### src/rtl/alarm_pkg.sv
// Shared constants, channel state encoding and minutes-of-day arithmetic
// used by the multi-channel alarm controller.
package alarm_pkg;

  localparam int unsigned MINUTES_PER_DAY = 1440;
  localparam int unsigned MINUTE_W        = 11;
  localparam int unsigned HOUR_W          = 5;
  localparam int unsigned MIN_W           = 6;
  localparam int unsigned CNT_W           = 6;

  typedef enum logic [1:0] {
    IDLE    = 2'd0,
    RINGING = 2'd1,
    SNOOZED = 2'd2
  } alarm_state_e;

  // Add two minutes-of-day values (each < 1440) and wrap past midnight.
  function automatic logic [MINUTE_W-1:0] wrap_add(input logic [MINUTE_W-1:0] a,
                                                   input logic [MINUTE_W-1:0] b);
    logic [MINUTE_W:0] sum;
    sum = {1'b0, a} + {1'b0, b};
    if (sum >= (MINUTE_W+1)'(MINUTES_PER_DAY)) begin
      sum = sum - (MINUTE_W+1)'(MINUTES_PER_DAY);
    end
    return sum[MINUTE_W-1:0];
  endfunction

endpackage

### src/rtl/alarm_channel.sv
// One alarm channel: hour/minute setting, enable flag and the
// ring/snooze state machine with its wake target and ring counter.
module alarm_channel
  import alarm_pkg::*;
#(
  parameter int unsigned SNOOZE_MINUTES       = 9,
  parameter int unsigned RING_TIMEOUT_MINUTES = 10,
  parameter int unsigned START_MINUTES        = 0,
  parameter int unsigned START_HOURS          = 0
) (
  input  logic                clk,
  input  logic                rst_n,
  input  logic [MINUTE_W-1:0] time_minutes,
  input  logic                minute_tick,
  input  logic                minutes_inc,
  input  logic                hours_inc,
  input  logic                enable_toggle,
  input  logic                snooze,
  input  logic                dismiss,
  output logic [MINUTE_W-1:0] alarm_minutes,
  output logic                enabled,
  output logic                ringing,
  output logic                snoozed
);

  localparam logic [MINUTE_W-1:0] MIN_PER_HOUR = MINUTE_W'(60);

  alarm_state_e        state_q, state_d;
  logic [HOUR_W-1:0]   hour_q, hour_d;
  logic [MIN_W-1:0]    minute_q, minute_d;
  logic                enable_q, enable_d;
  logic [MINUTE_W-1:0] wake_q, wake_d;
  logic [CNT_W-1:0]    cnt_q, cnt_d;
  logic [CNT_W-1:0]    cnt_inc;
  logic                alarm_match;
  logic                wake_match;

  // Matches use the pre-edit setting, so a same-cycle edit cannot trigger a ring.
  assign alarm_minutes = MINUTE_W'(hour_q) * MIN_PER_HOUR + MINUTE_W'(minute_q);
  assign alarm_match   = minute_tick && enable_q && (time_minutes == alarm_minutes);
  assign wake_match    = minute_tick && (time_minutes == wake_q);
  assign cnt_inc       = cnt_q + CNT_W'(1);

  always_comb begin
    state_d  = state_q;
    cnt_d    = cnt_q;
    wake_d   = wake_q;
    hour_d   = hour_q;
    minute_d = minute_q;
    enable_d = enable_q ^ enable_toggle;

    if (enable_toggle && enable_q) begin
      state_d = IDLE;
      cnt_d   = '0;
    end else begin
      unique case (state_q)
        IDLE: begin
          if (alarm_match) begin
            state_d = RINGING;
            cnt_d   = '0;
          end
        end
        RINGING: begin
          if (dismiss) begin
            state_d = IDLE;
          end else if (snooze) begin
            state_d = SNOOZED;
            wake_d  = wrap_add(time_minutes, MINUTE_W'(SNOOZE_MINUTES));
          end else if (minute_tick) begin
            cnt_d = cnt_inc;
            if (cnt_inc == CNT_W'(RING_TIMEOUT_MINUTES)) begin
              state_d = IDLE;
            end
          end
        end
        SNOOZED: begin
          if (dismiss) begin
            state_d = IDLE;
          end else if (wake_match) begin
            state_d = RINGING;
            cnt_d   = '0;
          end
        end
        default: begin
          state_d = IDLE;
          cnt_d   = '0;
        end
      endcase
    end

    // Setting edits wrap independently; no minute-to-hour carry.
    if (minutes_inc) begin
      minute_d = (minute_q == MIN_W'(59)) ? '0 : minute_q + MIN_W'(1);
    end
    if (hours_inc) begin
      hour_d = (hour_q == HOUR_W'(23)) ? '0 : hour_q + HOUR_W'(1);
    end
  end

  always_ff @(posedge clk or negedge rst_n) begin
    if (!rst_n) begin
      state_q  <= IDLE;
      hour_q   <= HOUR_W'(START_HOURS);
      minute_q <= MIN_W'(START_MINUTES);
      enable_q <= 1'b0;
      wake_q   <= '0;
      cnt_q    <= '0;
    end else begin
      state_q  <= state_d;
      hour_q   <= hour_d;
      minute_q <= minute_d;
      enable_q <= enable_d;
      wake_q   <= wake_d;
      cnt_q    <= cnt_d;
    end
  end

  assign enabled = enable_q;
  assign ringing = (state_q == RINGING);
  assign snoozed = (state_q == SNOOZED);

endmodule

### src/rtl/multi_alarm_controller.sv
// N-channel alarm controller: decodes the edit select into per-channel
// strobes, muxes the selected setting and combines ringing into the buzzer.
module multi_alarm_controller
  import alarm_pkg::*;
#(
  parameter int unsigned NUM_ALARMS           = 4,
  parameter int unsigned SNOOZE_MINUTES       = 9,
  parameter int unsigned RING_TIMEOUT_MINUTES = 10,
  parameter int unsigned START_MINUTES        = 0,
  parameter int unsigned START_HOURS          = 0,
  localparam int unsigned SEL_W = (NUM_ALARMS > 1) ? $clog2(NUM_ALARMS) : 1
) (
  input  logic                  i_Clk,
  input  logic                  i_Reset,
  input  logic [MINUTE_W-1:0]   i_Time_Minutes,
  input  logic                  i_Minute_Tick,
  input  logic [SEL_W-1:0]      i_Sel,
  input  logic                  i_Minutes_Inc,
  input  logic                  i_Hours_Inc,
  input  logic                  i_Enable_Toggle,
  input  logic                  i_Snooze,
  input  logic                  i_Dismiss,
  output logic [MINUTE_W-1:0]   o_Alarm_Minutes,
  output logic [NUM_ALARMS-1:0] o_Enabled,
  output logic [NUM_ALARMS-1:0] o_Ringing,
  output logic [NUM_ALARMS-1:0] o_Snoozed,
  output logic                  o_Buzzer
);

  logic [MINUTE_W-1:0] alarm_min [NUM_ALARMS];

  for (genvar g = 0; g < NUM_ALARMS; g++) begin : g_ch
    logic sel_hit;
    assign sel_hit = (i_Sel == SEL_W'(g));

    alarm_channel #(
      .SNOOZE_MINUTES      (SNOOZE_MINUTES),
      .RING_TIMEOUT_MINUTES(RING_TIMEOUT_MINUTES),
      .START_MINUTES       (START_MINUTES),
      .START_HOURS         (START_HOURS)
    ) u_ch (
      .clk          (i_Clk),
      .rst_n        (i_Reset),
      .time_minutes (i_Time_Minutes),
      .minute_tick  (i_Minute_Tick),
      .minutes_inc  (i_Minutes_Inc && sel_hit),
      .hours_inc    (i_Hours_Inc && sel_hit),
      .enable_toggle(i_Enable_Toggle && sel_hit),
      .snooze       (i_Snooze),
      .dismiss      (i_Dismiss),
      .alarm_minutes(alarm_min[g]),
      .enabled      (o_Enabled[g]),
      .ringing      (o_Ringing[g]),
      .snoozed      (o_Snoozed[g])
    );
  end

  // Out-of-range selects read back as zero.
  always_comb begin
    o_Alarm_Minutes = '0;
    for (int i = 0; i < NUM_ALARMS; i++) begin
      if (i_Sel == SEL_W'(i)) begin
        o_Alarm_Minutes = alarm_min[i];
      end
    end
  end

  assign o_Buzzer = |o_Ringing;

endmodule
### config.mk
export PLATFORM = sky130hd
export DESIGN_NAME = multi_alarm_controller
export DESIGN_NICKNAME = d
export VERILOG_FILES = /design/src/rtl/alarm_pkg.sv /design/src/rtl/alarm_channel.sv /design/src/rtl/multi_alarm_controller.sv
export SDC_FILE = /design/constraint.sdc
export NUM_CORES = 1
export LEC_CHECK = 0
export CAP_MARGIN = 10
export CORE_MARGIN = 2
export CORE_UTILIZATION = 60
export DETAILED_ROUTE_END_ITERATION = 6
export PLACE_DENSITY = 0.78
export SLEW_MARGIN = 0
export SYNTH_ARGS = -nofsm -noshare
export SYNTH_HDL_FRONTEND = slang
export SYNTH_HIERARCHICAL = 1
export SYNTH_SLANG_ARGS = --single-unit
### constraint.sdc
create_clock -name i_Clk -period 10.4 [get_ports i_Clk]
set_input_delay 1.56 -clock i_Clk [delete_from_list [all_inputs] [get_ports i_Clk]]
set_output_delay 1.56 -clock i_Clk [all_outputs]
set_load 0.01 [all_outputs]
Yosys cells after proc, flatten, opt, wreduce, memory -nomap -nowiden
Index checks and enable logic that the tools add are counted.
{ "op_classes": {"add_sub_neg": 18, "order_cmp": 1, "bitwise": 9, "reduce_logical": 46, "eq_ne": 67, "mul": 4, "n_mux": 81} }
{ "ops": {"columns": ["operator", "n"], "rows": [
  ["6-bit two-way mux", 32],
  ["11-bit equality test", 8],
  ["6-bit case mux with 3 select lines", 4],
  ["2-bit two-way mux", 32],
  ["3-bit != test, second input constant", 20],
  ["11-bit two-way mux", 5],
  ["6-bit by 1-bit adder with 6-bit output, second input constant", 8],
  ["11-bit by 6-bit adder with 11-bit output", 4],
  ["5-bit != test, second input constant", 8],
  ["5-bit by 4-bit multiplier with 9-bit output, second input constant", 4],
  ["4-bit AND reduction", 8],
  ["1-bit logical AND", 28],
  ["6-bit by 4-bit equality test with 1-bit output, second input constant", 4],
  ["6-bit equality test, second input constant", 4],
  ["2-bit case mux with 3 select lines", 4],
  ["6-bit AND reduction", 4],
  ["5-bit by 1-bit adder with 5-bit output, second input constant", 4],
  ["5-bit equality test, second input constant", 4],
  ["5-bit two-way mux", 4],
  ["4-bit != test, second input constant", 4],
  ["11-bit by 4-bit adder with 12-bit output, second input constant", 1],
  ["2-bit equality test, second input constant", 6],
  ["12-bit by 11-bit >= comparator with 1-bit output, second input constant", 1],
  ["3-bit by 1-bit != test with 1-bit output, second input constant", 4],
  ["6 further kinds", 21]
]} }
{ "word_totals": {"wordCells": 250, "ff_bits": 124, "output_inout_bits": 24} }

Logic depth before layout (Yosys ltp)
{ "logic_depth": {"word_depth": 8, "mapped_depth": 15, "mapped_depth_nobuf": 14} }

Hierarchy
Netlist, hierarchy kept.
{ "by_module_without_submodules": {"columns": ["module", "area_each_um2", "cells_each", "seq_area_each_um2", "n_inst"], "rows": [
  ["alarm_channel (g_ch[2].u_ch)", 3106.7, 353, 775.7, 1],
  ["alarm_channel (g_ch[0].u_ch)", 3065.4, 349, 775.7, 1],
  ["alarm_channel (g_ch[1].u_ch)", 2991.6, 351, 775.7, 1],
  ["alarm_channel (g_ch[3].u_ch)", 2954.1, 333, 775.7, 1],
  ["multi_alarm_controller", 410.4, 29, 0.0, 1]
]} }

Worst setup path before layout
Ideal clock, no wire load.
{ "synth_path": {"path_type": "register to output", "from": "reg g_ch[3].u_ch.hour_q[0]", "to": "out o_Alarm_Minutes[10]", "required_time_ps": 8840, "stages_incl_launch_ff": 10, "arrival_ps": 3596, "path_slack_ps": 5244, "path_cell_list": "dfrtp_1 > fa_1 > fa_1 > fa_1 > ha_1 > o21ai_2 > a2111oi_4 > nand3_1 > xnor2_1 > mux4_1"} }
{ "synth_rtl": {"columns": ["element", "line_no", "text"], "rows": [
  ["from (decl)", "alarm_channel.sv:29", "logic [HOUR_W-1:0] hour_q, hour_d;"],
  ["from (signal assigned)", "alarm_channel.sv:103", "hour_q <= HOUR_W'(START_HOURS);"],
  ["from (signal assigned)", "alarm_channel.sv:110", "hour_q <= hour_d;"],
  ["to (decl)", "multi_alarm_controller.sv:23", "output logic [MINUTE_W-1:0] o_Alarm_Minutes,"]
]} }

==> summary.txt <==
Detailed Route WL -> 30060 um
post-synth net total -> 1572
measured slew at the worst slew-check pin -> 0.9478 ns
remaining global-route overflow -> 0
Critical Path AT -> 4.85 ns
cell count after synthesis -> 1415
Synth Cell Area -> 12530 um2
Max Freq -> 156.0 MHz
Vias -> 10450
row cnt -> 52
first-pass GRT wire length -> 49360 um
I/O Pins -> 45
Net count, final -> 1589
pin count of the biggest net entering global routing -> 72
critical path capture point -> o_Alarm_Minutes[10]
relative slew slack -> 0.3681
synth top area cells -> dfrtp_1, ha_1, xnor2_1
gpl congestion -> 0.9085
1st-iter DRT viols -> 663
# clock sinks -> 124
final period utilization -> 0.6165
Die ar. -> 22050 um2
r2r endpoint -> g_ch[3].u_ch/cnt_q[4]
Worst-Skew Late Latency -> 0.43 ns
post-DR vias/cell -> 6.102
Worst-path clk slew -> 0.06 ns
Setup CP Type -> register to output port
TritonCTS clock tree -> done
post-cts hold buffer count -> 0
DR pass1 iterations -> 5
routed len/inst -> 17.55 um
Initial Util -> 0.6152
R2R Setup Slk -> 5.78 ns
sequential fraction of the synthesis area -> 0.2477
reg-to-reg startpoint -> g_ch[3].u_ch/hour_q[0]
final-report hold violation count -> 0
Post-synth EDFFs -> 0
post-synth top area share -> 0.2477
diode count -> 0
Synth Flop Type -> dfrtp_1
Die Ht -> 148.5 um
Final Max Slew Viols -> 0
post-CTS setup buffer count -> 0
crit end category -> output port
Leakage -> 0.005831 uW
CP startpoint -> g_ch[2].u_ch/hour_q[0]
vias in the first global route -> 10020
Fill cells -> 1659
unrepaired setup endpoints after global routing -> false
library cells used by synthesis -> 104
# placed instances -> 1683
reg2reg path depth -> 12
post-route insts no fill -> 1713
Synth Warn # -> 6
CP required -> 8.84 ns
Final min period -> 6.411 ns
Yosys top cell by area -> dfrtp_1
asr flop ratio synth -> 1.000
IO Port Bufs -> 44
Worst VDD drop -> 0.2618 mV
Avg Cell Area, Syn -> 8.854 um2
CTS H-tree depth -> 4
Die Width -> 148.5 um
count leader, synth -> dfrtp_1
final setup fails -> 0
share of layout cells above drive strength 1 -> 0.08247
Hold Startpoint -> g_ch[1].u_ch/wake_q[5]
total negative setup slack -> 0 ns
crit path max fanout -> 6
crit start category -> register
Detail Route Antenna Nets -> 0
CTS resizes -> 0
CTS Buf Count -> 17
register bit total from synthesis -> 124
CTS root buffer -> clkbuf_16
placed wire-length estimate -> 21330 um
Area Overhead vs Synth -> 9.397%
Global Route Usage Sum -> 0.2781
pwr dens -> 352.1 nW/um2
Max clock buf depth -> 2
HP Class -> register to register
Post-synth top cells -> dfrtp_1, nand2_1, xnor2_1
DR DRC count -> 0
max cap viols -> 0
Worst Clk Skew -> 0.009446 ns
core area -> 20360 um2
status -> finished, final reports clean
initial antenna violation count -> 0
==> critical path, cell delays in order (launching register included) <==
cell and delay (ns):
dfrtp_1 0.46, fa_1 0.55, fa_1 0.54, inv_1 0.07
fa_1 0.48, inv_1 0.05, ha_1 0.31, o21ai_0 0.13
a21boi_0 0.34, nand4_1 0.22, xnor2_1 0.19, mux4_1 0.57
clkdlybuf4s50_1 0.52
==> layout make-up <==
type	instances	area [um2]	area share
Inverter	99	371.6	0.02711
Timing Repair Buffer	58	543.0	0.03962
Tap cell	270	337.8	0.02465
Clock buffer	21	470.5	0.03433
Clock inverter	9	161.4	0.01178
Sequential cell	124	3103	0.2264
Multi-Input combinational cell	1132	8718	0.6361
==> cell usage in the layout, fill, tap and decap left out, drive strengths merged, types with 10 or more instances in the layout <==
master,instances
or3,11
nor2,90
a21o,12
dfrtp,124
and3b,10
nand2,122
nand4,42
ha,104
a21oi,40
nor3,32
nand3,51
nor3b,15
o31ai,29
clkdlybuf4s50,43
xor2,47
nand2b,24
xnor2,125
a211oi,15
nor4,12
a31oi,21
buf,15
nor4b,11
fa,32
nor2b,24
mux2,13
inv,100
mux4,11
o21ai,98
and3,13
clkbuf,21
==> layer usage <==
| metal | GRT usage | part of all wire | vias to the layer above |
|---|---|---|---|
| met5 | 0 | 0 | - |
| met4 | 0.09048 | 0.023 | 0 |
| met3 | 0.04141 | 0.057 | 51 |
| met2 | 0.4743 | 0.48 | 333 |
| met1 | 0.3651 | 0.44 | 5016 |
| li1 | - | - | 5053 |
==> flip-flops by register name (all words and copies together) (netlist names) <==
name and cells:
g_ch.u_ch/wake_q 44, g_ch.u_ch/minute_q 24, g_ch.u_ch/cnt_q 24, g_ch.u_ch/enabled 4
g_ch.u_ch/state_q 8, g_ch.u_ch/hour_q 20
==> kinds of logic (layout without fill, tap and decap cells) <==
| group | count (synthesis) | after routing | share of synthesized area |
|---|---|---|---|
| flops | 124 | 124 | 0.2477 |
| xor+xnor | 175 | 175 | 0.1302 |
| mux | 31 | 31 | 0.03885 |
| buf+inv | 159 | 187 | 0.05643 |
| simple gates | 488 | 488 | 0.2065 |
| fa+ha+maj | 136 | 136 | 0.1550 |
| compound gates | 302 | 302 | 0.1653 |
==> worst min-delay path by stage <==
stage,to,depth (start not counted)
after floorplan,g_ch[0].u_ch/cnt_q[5],1
after global placement,g_ch[0].u_ch/cnt_q[5],1
after CTS,g_ch[0].u_ch/cnt_q[5],1
final,g_ch[1].u_ch/wake_q[5],2
after detailed placement,g_ch[0].u_ch/cnt_q[5],1
after global routing,g_ch[1].u_ch/wake_q[5],2
==> power breakdown <==
part,total (uW),internal [uW],switching (uW)
clock network,650,419,231
logic,3460,1550,1910
registers,716,568,148
==> stage by stage <==
stage | instance area, um2 | util | hold slack, ns | worst slack (ns) | power (uW)
6_report | 13710 | 0.6730 | 0.4996 | 3.989 | 4826
5_1_grt | 13710 | 0.6730 | 0.5141 | 3.812 | 5188
4_1_cts | 13710 | 0.6730 | 0.4971 | 4.010 | 4819
3_5_place_dp | 13070 | 0.6420 | 0.4865 | 4.495 | 4124
3_3_place_gp | 13070 | 0.6420 | 0.4806 | 4.569 | 4041
2_1_floorplan | 12530 | - | 0.4516 | 5.244 | 3286
Power figures use the tool's default switching activity.
